--- src/rtl/vga_pkg.sv ---
// Shared VGA timing types and the standard 640x480@60 preset.
package vga_pkg;

    typedef struct packed {
        int visible;
        int fp;
        int sync;
        int bp;
    } vga_axis_t;

    typedef struct packed {
        vga_axis_t h;
        vga_axis_t v;
    } vga_timing_t;

    localparam vga_timing_t VGA_640X480_60 = '{
        h: '{visible: 640, fp: 16, sync: 96, bp: 48},
        v: '{visible: 480, fp: 10, sync: 2,  bp: 33}
    };

    function automatic int axis_total(input vga_axis_t a);
        return a.visible + a.fp + a.sync + a.bp;
    endfunction

endpackage

--- src/rtl/vga_delay_line.sv ---
// Fixed-depth register delay with synchronous clear; depth 0 is a plain wire.
module vga_delay_line #(
    parameter int WIDTH = 1,
    parameter int DEPTH = 1
) (
    input  logic             clk,
    input  logic             clr,
    input  logic [WIDTH-1:0] d,
    output logic [WIDTH-1:0] q
);

    if (DEPTH == 0) begin : g_wire
        logic unused;
        assign unused = &{1'b0, clk, clr};
        assign q = d;
    end else begin : g_pipe
        logic [DEPTH-1:0][WIDTH-1:0] pipe;

        always_ff @(posedge clk) begin
            if (clr) begin
                pipe <= '0;
            end else begin
                pipe[0] <= d;
                for (int i = 1; i < DEPTH; i++) pipe[i] <= pipe[i-1];
            end
        end

        assign q = pipe[DEPTH-1];
    end

endmodule

--- src/rtl/vga_scanout.sv ---
// VGA raster generator: scans a scaled frame buffer and emits colour, syncs and
// blanking aligned to the frame-buffer read latency.
module vga_scanout
    import vga_pkg::*;
#(
    parameter int H_VISIBLE  = 640,
    parameter int H_FP       = 16,
    parameter int H_SYNC     = 96,
    parameter int H_BP       = 48,
    parameter int V_VISIBLE  = 480,
    parameter int V_FP       = 10,
    parameter int V_SYNC     = 2,
    parameter int V_BP       = 33,
    parameter bit HS_POL     = 1'b0,
    parameter bit VS_POL     = 1'b0,
    parameter int SCALE_LOG2 = 1,
    parameter int RD_LAT     = 1,
    parameter int MONOCHROME = 1,
    parameter int ADDR_W     = 17,
    localparam int DATA_W    = (MONOCHROME != 0) ? 8 : 24
) (
    input  logic              clk,
    input  logic              rst,
    output logic              rd_en,
    output logic [ADDR_W-1:0] rd_addr,
    input  logic [DATA_W-1:0] rd_data,
    output logic [7:0]        vga_r,
    output logic [7:0]        vga_g,
    output logic [7:0]        vga_b,
    output logic              vga_hs,
    output logic              vga_vs,
    output logic              vga_blank_n,
    output logic              vga_sync_n,
    output logic              frame_start
);

    localparam vga_timing_t TIM = '{
        h: '{visible: H_VISIBLE, fp: H_FP, sync: H_SYNC, bp: H_BP},
        v: '{visible: V_VISIBLE, fp: V_FP, sync: V_SYNC, bp: V_BP}
    };
    localparam int H_TOTAL  = axis_total(TIM.h);
    localparam int V_TOTAL  = axis_total(TIM.v);
    localparam int HW       = $clog2(H_TOTAL);
    localparam int VW       = $clog2(V_TOTAL);
    localparam int H_SCALED = H_VISIBLE >> SCALE_LOG2;
    localparam int V_SCALED = V_VISIBLE >> SCALE_LOG2;

    if ((H_VISIBLE % (1 << SCALE_LOG2)) != 0 || (V_VISIBLE % (1 << SCALE_LOG2)) != 0) begin : g_bad_scale
        $error("vga_scanout: visible size not divisible by the scale factor");
    end
    if (longint'(H_SCALED) * longint'(V_SCALED) > (64'd1 << ADDR_W)) begin : g_bad_addr
        $error("vga_scanout: scaled frame does not fit in ADDR_W");
    end
    if (RD_LAT < 0 || RD_LAT > 4) begin : g_bad_lat
        $error("vga_scanout: RD_LAT out of range 0..4");
    end

    logic [HW-1:0] h_cnt;
    logic [VW-1:0] v_cnt;
    logic          h_last, v_last;
    logic          active, hs_raw, vs_raw, fs_raw;
    logic          act_d, hs_d, vs_d, fs_d;
    logic [7:0]    pix_r, pix_g, pix_b;

    assign h_last = (h_cnt == HW'(H_TOTAL - 1));
    assign v_last = (v_cnt == VW'(V_TOTAL - 1));

    always_ff @(posedge clk) begin
        if (rst) begin
            h_cnt <= '0;
            v_cnt <= '0;
        end else if (h_last) begin
            h_cnt <= '0;
            v_cnt <= v_last ? '0 : v_cnt + 1'b1;
        end else begin
            h_cnt <= h_cnt + 1'b1;
        end
    end

    // Stage 0: everything here is a pure function of the counters.
    assign active  = (h_cnt < HW'(H_VISIBLE)) && (v_cnt < VW'(V_VISIBLE));
    assign hs_raw  = (h_cnt >= HW'(H_VISIBLE + H_FP)) && (h_cnt <= HW'(H_VISIBLE + H_FP + H_SYNC - 1));
    assign vs_raw  = (v_cnt >= VW'(V_VISIBLE + V_FP)) && (v_cnt <= VW'(V_VISIBLE + V_FP + V_SYNC - 1));
    assign fs_raw  = (h_cnt == '0) && (v_cnt == '0);
    assign rd_en   = active & ~rst;
    assign rd_addr = ADDR_W'(v_cnt >> SCALE_LOG2) * ADDR_W'(H_SCALED) + ADDR_W'(h_cnt >> SCALE_LOG2);

    // Timing flags ride alongside the memory read so they meet rd_data together.
    vga_delay_line #(
        .WIDTH (4),
        .DEPTH (RD_LAT)
    ) u_dly (
        .clk (clk),
        .clr (rst),
        .d   ({fs_raw, vs_raw, hs_raw, active}),
        .q   ({fs_d, vs_d, hs_d, act_d})
    );

    if (MONOCHROME != 0) begin : g_mono
        assign pix_r = rd_data;
        assign pix_g = rd_data;
        assign pix_b = rd_data;
    end else begin : g_rgb
        assign pix_r = rd_data[23:16];
        assign pix_g = rd_data[15:8];
        assign pix_b = rd_data[7:0];
    end

    always_ff @(posedge clk) begin
        if (rst) begin
            vga_r       <= '0;
            vga_g       <= '0;
            vga_b       <= '0;
            vga_blank_n <= 1'b0;
            vga_hs      <= ~HS_POL;
            vga_vs      <= ~VS_POL;
            frame_start <= 1'b0;
        end else begin
            vga_r       <= act_d ? pix_r : 8'h00;
            vga_g       <= act_d ? pix_g : 8'h00;
            vga_b       <= act_d ? pix_b : 8'h00;
            vga_blank_n <= act_d;
            vga_hs      <= hs_d ? HS_POL : ~HS_POL;
            vga_vs      <= vs_d ? VS_POL : ~VS_POL;
            frame_start <= fs_d;
        end
    end

    assign vga_sync_n = 1'b0;

endmodule

--- config.mk ---
export PLATFORM = sky130hd
export DESIGN_NAME = vga_scanout
export DESIGN_NICKNAME = d
export VERILOG_FILES = /design/src/rtl/vga_pkg.sv /design/src/rtl/vga_delay_line.sv /design/src/rtl/vga_scanout.sv
export SDC_FILE = /design/constraint.sdc
export NUM_CORES = 1
export LEC_CHECK = 0
export ABC_AREA = 1
export ABC_CLOCK_PERIOD_IN_PS = 6300
export CAP_MARGIN = 20
export CELL_PAD_IN_SITES_DETAIL_PLACEMENT = 1
export CELL_PAD_IN_SITES_GLOBAL_PLACEMENT = 1
export CORE_UTILIZATION = 48
export DETAILED_ROUTE_END_ITERATION = 10
export DONT_BUFFER_PORTS = 1
export GPL_TIMING_DRIVEN = 0
export PLACE_DENSITY = 0.89
export SYNTH_ARGS = -nofsm -noshare
export SYNTH_HDL_FRONTEND = slang
export SYNTH_SLANG_ARGS = --single-unit
--- constraint.sdc ---
create_clock -name clk -period 6.3 [get_ports clk]
set_input_delay 0.945 -clock clk [delete_from_list [all_inputs] [get_ports clk]]
set_output_delay 0.945 -clock clk [all_outputs]
set_load 0.005 [all_outputs]
==> reports/qor.yml <==
synth_warnings: 0
grt_max_degree: 13
overflow: 0
grt_usage_pct: 23.54
die_area_um2: 5375
cts.path.max_buffers: 2
end_kind: "output port"
port_buffers: 0
drt_first_pass_iters: 4
vias: 2119
viasPerCell: 5.033
gp_congestion: 0.8577
hold_class: "register to register"
peakVddDrop_uv: 146.1
synth-seq-cells: 36
max-cap-violations: 0
crit_path_start_kind: "register"
clkLatencyLatePin_ns: 0.29
crit_fanout: 7
timing.fmax_mhz: 276.6
grt_pass1_vias: 2060
die_w_um: 73.32
p_per_area_nw_per_um2: 163.0
drt-initial-drc-count: 55
avgSynthCellArea_um2: 7.055
synth_fp_nets: 379
fin_worst_skew_ns: 0.003836
nNetsFinal: 386
arrival_ns: 2.67
hold_buffers: 0
rows: 25
status: "finished clean"
syn_area_um2: 2441
cts_setup_buffers: 0
clkTransAtPathRegs_ns: 0.08
final_layout_size_suffix_gt1_share_pct: 13.56
syn-instance-count: 346
start_util_pct: 50.68
hold_viol_final: 0
antenna_cells: 0
final.setup.tns_ns: 0
drt_wl_total_mm: 5.863
critical_path_class: "register to output port"
setup_viol: 0
period_needed_ns: 3.616
area_delta_synth_final_pct: 7.022
cts_inserted_buffers: 5
num_io_pins: 57
post_cts_resized: 0
cts_sinks: 36
ys_types: 35
coreArea_um2: 4817
cts_max_level: 2
rsz0062_at_grt: "no"
leakage_nw: 1.296
wire_per_inst_um: 13.93
fin_crit_sh_pct: 57.39
yosysSeqAreaShare_pct: 29.52
die_h_um: 73.32
root_buffer: "clkbuf_8"
fin_hold_ws_ns: 0.3813
grt_antenna_before_repair: 0
grt_pass1_wl_mm: 9.563
maxSlewViolCount: 0
required_ns: 5.35
drcViolationCount: 0
ant_nets: 0
dp_hpwl_mm: 4.716
tritoncts: "done"
-- cells in the mapped netlist --
master	instances	share of area (%)
nand3_1	27	5.5
nor3_2	2	0.82
a21o_1	1	0.31
nand2_2	1	0.26
buf_2	1	0.20
nand4_1	6	1.5
a211oi_1	1	0.31
xnor2_1	4	1.4
nor2_1	42	6.5
xor2_1	8	2.9
buf_6	1	0.46
nand2_1	66	10
ha_1	21	11
inv_1	54	8.3
nor2_4	2	0.92
conb_1	1	0.15
fa_1	2	1.6
nor3b_1	2	0.61
inv_2	1	0.15
o21ai_2	1	0.36
dfxtp_1	36	30
nand4_2	1	0.51
nor3b_2	1	0.51
buf_4	23	7.1
o21ai_0	6	1.2
o21ai_1	2	0.41
and2_1	1	0.26
nor3_1	8	1.6
nand3_2	1	0.41
clkinv_2	1	0.20
nor2_2	4	1.0
a21oi_1	13	2.7
nand3b_1	2	0.61
nor4_1	2	0.51
clkbuf_1	1	0.15
-- state kept, by name (all words and copies together) (netlist names) --
| name | flops |
|---|---|
| h_cnt | 10 |
| v_cnt | 10 |
| vga_b | 8 |
| u_dly.q | 4 |
| frame_start | 1 |
| vga_blank_n | 1 |
| vga_hs | 1 |
| vga_vs | 1 |
-- where the power goes --
group	total (mW)	internal [mW]	switching [mW]
logic	0.0232	0.0108	0.0124
registers	0.237	0.233	0.00446
clock network	0.165	0.0771	0.0882
-- cells by family after synthesis --
logic type / count (synthesis) / synth area share, %
compound gates: 24 / 5.280
other cells: 1 / 0.1536
simple gates: 168 / 31.78
fa+ha+maj: 23 / 12.40
buf+inv: 82 / 16.55
flops: 36 / 29.52
xor+xnor: 12 / 4.305
-- layout by cell type (no fill, tap or decap), types with 3 or more instances in the layout --
cell	instances
a21oi_1	13
buf_4	23
clkbuf_8	5
clkinv_2	3
dfxtp_1	36
ha_1	21
inv_1	54
nand2_1	66
nand3_1	27
nand4_1	6
nor2_1	42
nor2_2	4
nor3_1	8
o21ai_0	6
xnor2_1	4
xor2_1	8
-- final timing paths --
check             startpoint  cells past startpoint  slack (ns)           to
setup / recovery    v_cnt[4]                     11        2.68  rd_addr[15]
hold / removal    u_dly.q[1]                      1        0.38       vga_hs
setup reg to reg    h_cnt[0]                      6        4.72     v_cnt[3]
hold reg to reg   u_dly.q[1]                      1        0.38       vga_hs
-- final cells by class --
type,instances,area (um2)
clock inverter,3,18.77
inverter,56,211.5
sequential,36,720.7
multi-input combinational,228,1316
tap,67,83.83
clock buffer,5,68.82
fill,648,2205
buffer,26,192.7
-- worst max-delay path: stages (launching register included) --
cell and delay, ns:
dfxtp_1 0.46, ha_1 0.28, ha_1 0.24, fa_1 0.56, nand2_1 0.14, inv_1 0.10
nand2_1 0.06, nor2_2 0.17, nand3_1 0.13, inv_1 0.09, nand3b_1 0.07, nand2_1 0.08
-- routing by layer --
layer  global-route usage, %  vias to the layer above  wire length (um)
met5                       0                        -                 0
met1                   28.80                      990              2643
li1                        -                     1084                 -
met4                   7.265                        0                75
met3                   3.978                        9               156
met2                   42.08                       36              2988
-- through the flow --
step	setup slack (ns)	util [%]	std cells	power (mW)	area [um2]
CTS	2.685	54.23	421	0.4285	2613
finish	2.684	54.23	421	0.4258	2613
floorplan	3.333	-	346	0.2603	2441
global placement	3.118	52.42	413	0.2642	2525
global route	2.492	54.23	421	0.4376	2613
detailed placement	3.020	52.42	413	0.2661	2525
(Power assumes the default switching activity.)
